$ cat src/rtl/sample_expander_v2.sv
// sample_expander_v2: two-stage valid/ready expander that left-justifies WIDTH_IN samples onto a wider grid.
module sample_expander_v2 #(
    parameter int   WIDTH_IN      = 16,
    parameter int   WIDTH_OUT_MAX = 32,
    parameter logic IS_SIGNED     = 1'b1
) (
    input  logic                     clk,
    input  logic                     rst_n,
    input  logic                     ena,
    input  logic [5:0]               width_out,
    input  logic                     s_valid,
    output logic                     s_ready,
    input  logic [WIDTH_IN-1:0]      s_data,
    output logic                     m_valid,
    input  logic                     m_ready,
    output logic [WIDTH_OUT_MAX-1:0] m_data,
    output logic                     cfg_err
);
    localparam int SW = $clog2(WIDTH_OUT_MAX - WIDTH_IN + 1);
    localparam logic [SW-1:0] SH_MAX = SW'(WIDTH_OUT_MAX - WIDTH_IN);

    logic                     v1_q, v1_d;
    logic [WIDTH_IN-1:0]      d1_q, d1_d;
    logic [SW-1:0]            sh1_q, sh1_d;
    logic                     mv_q, mv_d;
    logic [WIDTH_OUT_MAX-1:0] md_q, md_d;
    logic                     err_q, err_d;
    logic                     lo, hi, in_fire, s1_load, s2_load;
    logic [SW-1:0]            sh_in;
    logic [WIDTH_OUT_MAX-1:0] ext;

    assign s_ready = ena & rst_n & (!v1_q | !mv_q | m_ready);
    assign m_valid = mv_q;
    assign m_data  = md_q;
    assign cfg_err = err_q;

    // Clamp the requested width into a shift, extend and shift the staged sample, and advance both stages.
    always_comb begin
        lo      = {1'b0, width_out} < 7'(WIDTH_IN);
        hi      = {1'b0, width_out} > 7'(WIDTH_OUT_MAX);
        sh_in   = lo ? '0 : hi ? SH_MAX : SW'(width_out - 6'(WIDTH_IN));
        in_fire = s_valid & s_ready;
        s2_load = ena & (!mv_q | m_ready);
        s1_load = ena & (!v1_q | s2_load);
        ext     = {{(WIDTH_OUT_MAX - WIDTH_IN){IS_SIGNED & d1_q[WIDTH_IN-1]}}, d1_q};
        v1_d    = s1_load ? in_fire : v1_q;
        d1_d    = in_fire ? s_data : d1_q;
        sh1_d   = in_fire ? sh_in : sh1_q;
        mv_d    = s2_load ? v1_q : mv_q;
        md_d    = (s2_load & v1_q) ? ext << sh1_q : md_q;
        err_d   = err_q | (in_fire & (lo | hi));
    end

    // Pipeline and sticky error registers; reset discards both stages.
    always_ff @(posedge clk) begin
        if (!rst_n) begin
            v1_q  <= 1'b0;
            d1_q  <= '0;
            sh1_q <= '0;
            mv_q  <= 1'b0;
            md_q  <= '0;
            err_q <= 1'b0;
        end else begin
            v1_q  <= v1_d;
            d1_q  <= d1_d;
            sh1_q <= sh1_d;
            mv_q  <= mv_d;
            md_q  <= md_d;
            err_q <= err_d;
        end
    end
endmodule
$ cat config.mk
export PLATFORM = sky130hd
export DESIGN_NAME = sample_expander_v2
export DESIGN_NICKNAME = d
export VERILOG_FILES = /design/src/rtl/sample_expander_v2.sv
export SDC_FILE = /design/constraint.sdc
export NUM_CORES = 1
export LEC_CHECK = 0
export BUFFER_PORTS_ARGS = -buffer_cell sky130_fd_sc_hd__buf_2
export CAP_MARGIN = 25
export CORE_MARGIN = 2
export CORE_UTILIZATION = 30
export DETAILED_ROUTE_END_ITERATION = 7
export PLACE_DENSITY = 0.52
export SLEW_MARGIN = 20
export SYNTH_ARGS = -nofsm -noshare
export SYNTH_HDL_FRONTEND = slang
export SYNTH_SLANG_ARGS = --single-unit
$ cat constraint.sdc
create_clock -name clk -period 2.7 [get_ports clk]
set_clock_uncertainty 0.1 [all_clocks]
set_input_delay 0.54 -clock clk [delete_from_list [all_inputs] [get_ports clk]]
set_output_delay 0.54 -clock clk [all_outputs]
set_load 0.05 [all_outputs]
==> flow_metrics.py <==
metrics = {
    "critical_path": {
        "critPathTopFamily": "flip-flops",
        "endpoint_kind": "register",
        "r2r_slack_ps": 430,
        "crit_chain": "buf_4, mux2_2, mux2i_1, o211ai_1, a31oi_1, a21oi_1",
        "cpMaxStageDelayCell": "dfxtp_1",
        "start_kind": "register",
        "crit_fanout": 15,
        "cp_slowest_stage_delay_ps": 700,
        "critPathBufInv": 1,
        "crit_arrival_ps": 2370,
        "critical_path_required_ps": 2800,
        "crit_type": "register to register",
    },
    "clock_tree": {
        "tritoncts": "done",
        "cts_setup_buffers": 0,
        "cts_buffers": 5,
        "clk_pin_slew_worst_paths_ps": 100,
        "clockBufferDepth": 2,
        "clock_sinks": 56,
        "clock_latency_ps": 310,
        "ctsHoldBuffers": 0,
        "root_buffer": "clkbuf_8",
        "cts-resized-gates": 0,
        "htreeDepth": 2,
    },
    "hold_path": {
        "hold_class": "register to register",
    },
    "power": {
        "swShare": 0.275,
        "p_switching_mw": 0.414,
        "clkPwrFrac": 0.289,
        "vdd_drop_max_uv": 189,
        "combPwrFrac": 0.135,
        "power_density_mw_per_mm2": 396,
        "p_seq_frac": 0.575,
        "leakagePower_nw": 1.46,
        "internal-power_mw": 1.09,
        "power_mw": 1.51,
    },
    "logic_synthesis": {
        "syn-instance-count": 394,
        "synthTopCellsByCount": "nand2_1, dfxtp_1, a21oi_1",
        "synth_most_common_cell": "nand2_1",
        "avgSynthCellArea_um2": 8.33,
        "ys.flop_type": "dfxtp_1",
        "synthArstFlopShare": 0,
        "ys_seq_elements": 56,
        "yosys_warnings": 0,
        "ys_types": 53,
        "yosys.area.top_type": "dfxtp_1",
        "synth_fp_nets": 421,
        "post-synth-top-area-fraction": 0.342,
        "syn_area_mm2": 0.00328,
        "synth_area_leaders": "dfxtp_1, nand2_1, mux2i_1",
        "seq_area_frac_synth": 0.342,
        "synth_edf_count": 0,
    },
    "grt": {
        "grt_pass1_vias": 3003,
        "antenna_found_initial": 0,
        "overflow": 0,
        "grt_use_total": 0.173,
        "grt_max_degree": 30,
        "grt_pass1_wl_um": 15800,
    },
    "layout": {
        "nFillCells": 1152,
        "antenna-diode-count": 0,
        "nets": 472,
        "seqCellArea_mm2": 0.00112,
        "area_delta_synth_final_pct": 16.0,
        "postLayoutCoreUtil": 0.354,
        "drive_above_1_share": 0.231,
        "multi_input_area_mm2": 0.00198,
    },
    "drt": {
        "met3_length_um": 594,
        "wirelength_um": 9890,
        "highest_layer": "met4",
        "via_per_inst": 5.41,
        "antenna_left": 0,
        "drc_errors": 0,
        "avgRoutedWirePerCell_um": 16.9,
        "drt_iter0_drc": 192,
        "routed-wl-met2_um": 4640,
        "wl_met1_um": 4520,
        "drtPass1Iterations": 4,
        "vias": 3166,
    },
    "timing": {
        "tightest_slew_ps": 733,
        "fmax_mhz": 440,
        "fin_setup_tns_ps": 0,
        "rsz0062_at_grt": "false",
        "hold_viol": 0,
        "setup_viol": 0,
        "drv_slew": 0,
        "layout_min_cycle_time_ps": 2270,
        "post-route-period-util": 0.842,
        "slew_headroom": 0.511,
    },
    "place": {
        "portBuffers": 61,
        "gp_congestion": 0.873,
        "dp_hpwl_um": 7270,
    },
    "floorplanning": {
        "die_h_um": 109,
        "ios": 62,
        "core-area_mm2": 0.0107,
        "start_util": 0.305,
        "die_area_mm2": 0.0118,
        "die_w_um": 109,
        "placementRows": 38,
    },
    "flow_run": {
        "maxCapViolCount": 0,
    },
    "outcome": {
        "status": "complete, no violations",
    },
}
## flip-flops by register name, indices dropped and copies added (netlist names)
register,flops
v1_q,1
d1_q,16
cfg_err,1
m_data,32
sh1_q,5
m_valid,1
## metrics by stage
| step | hold WS, ps | setup slack (ps) | instances | cell area (um2) |
|---|---|---|---|---|
| after floorplan | 361 | 593 | 394 | 3280 |
| after global placement | 333 | 494 | 578 | 3730 |
| final | 347 | 426 | 585 | 3800 |
| after global routing | 355 | 228 | 585 | 3800 |
| after CTS | 350 | 447 | 585 | 3800 |
| after detailed placement | 334 | 467 | 578 | 3730 |
## kinds of logic (layout without fill, tap and decap cells)
family	after synthesis	after routing	share of synthesized area
muxes	46	46	0.198
AOI/OAI and AO/OA	110	110	0.215
buffers and inverters	39	90	0.0538
DFF	56	56	0.342
and+or+nand+nor	143	143	0.191
## worst reg2reg max path, stage by stage (launching register included)
cell and delay (ps):
dfxtp_1 700, buf_4 270, mux2_2 370, mux2i_1 250, o211ai_1 170, a31oi_1 240, a21oi_1 80
## power by group through the flow
stage	Sequential [mW]	Combinational (mW)	Clock, mW
floorplan	0.903	0.113	0
global route	0.871	0.225	0.491
finish	0.867	0.204	0.436
CTS	0.868	0.203	0.459
global placement	0.886	0.202	0
detailed placement	0.887	0.203	0
## per-layer routing
metal | GRT usage | up-vias
met5 | 0 | -
met4 | 0.0495 | 0
met3 | 0.0386 | 13
met2 | 0.277 | 113
met1 | 0.234 | 1496
li1 | - | 1544
## path summary, 6_finish.rpt
kind / start / endpoint / cells past startpoint
setup / recovery: sh1_q[1] / m_data[28] / 6
setup reg to reg: sh1_q[1] / m_data[28] / 6
hold / removal: m_data[9] / m_data[9] / 2
hold reg to reg: m_data[9] / m_data[9] / 2
## cell type report
| cell class | instances | area share |
|---|---|---|
| clock inverters | 1 | 0.00132 |
| flip-flops and latches | 56 | 0.295 |
| well taps | 140 | 0.0460 |
| repair buffers | 77 | 0.112 |
| inverters | 6 | 0.00592 |
| clock buffers | 6 | 0.0191 |
| multi-input cells | 299 | 0.521 |
## layout by cell type, fill, tap and decap left out, drive strengths merged, types with 2 or more instances in the layout
cell type  synthesis  final
mux4              13     13
a22oi              7      7
inv                5      5
nor3               3      3
o2bb2ai            2      2
or3                2      2
mux2               8      8
and3               3      3
clkinv             1      2
a21oi             43     43
nor2              31     31
a211oi             2      2
a22o               5      5
a311oi             5      5
buf               14     77
or4                2      2
o21ai             14     14
nand2             73     73
o221ai             3      3
nand3b             3      3
a21o               3      3
clkbuf            19      6
a31oi              9      9
dfxtp             56     56
a2bb2oi            3      3
nand2b             5      5
mux2i             25     25
nand3             12     12
or2                2      2
o211ai             3      3
No activity file was read; power rests on OpenSTA's default activity.
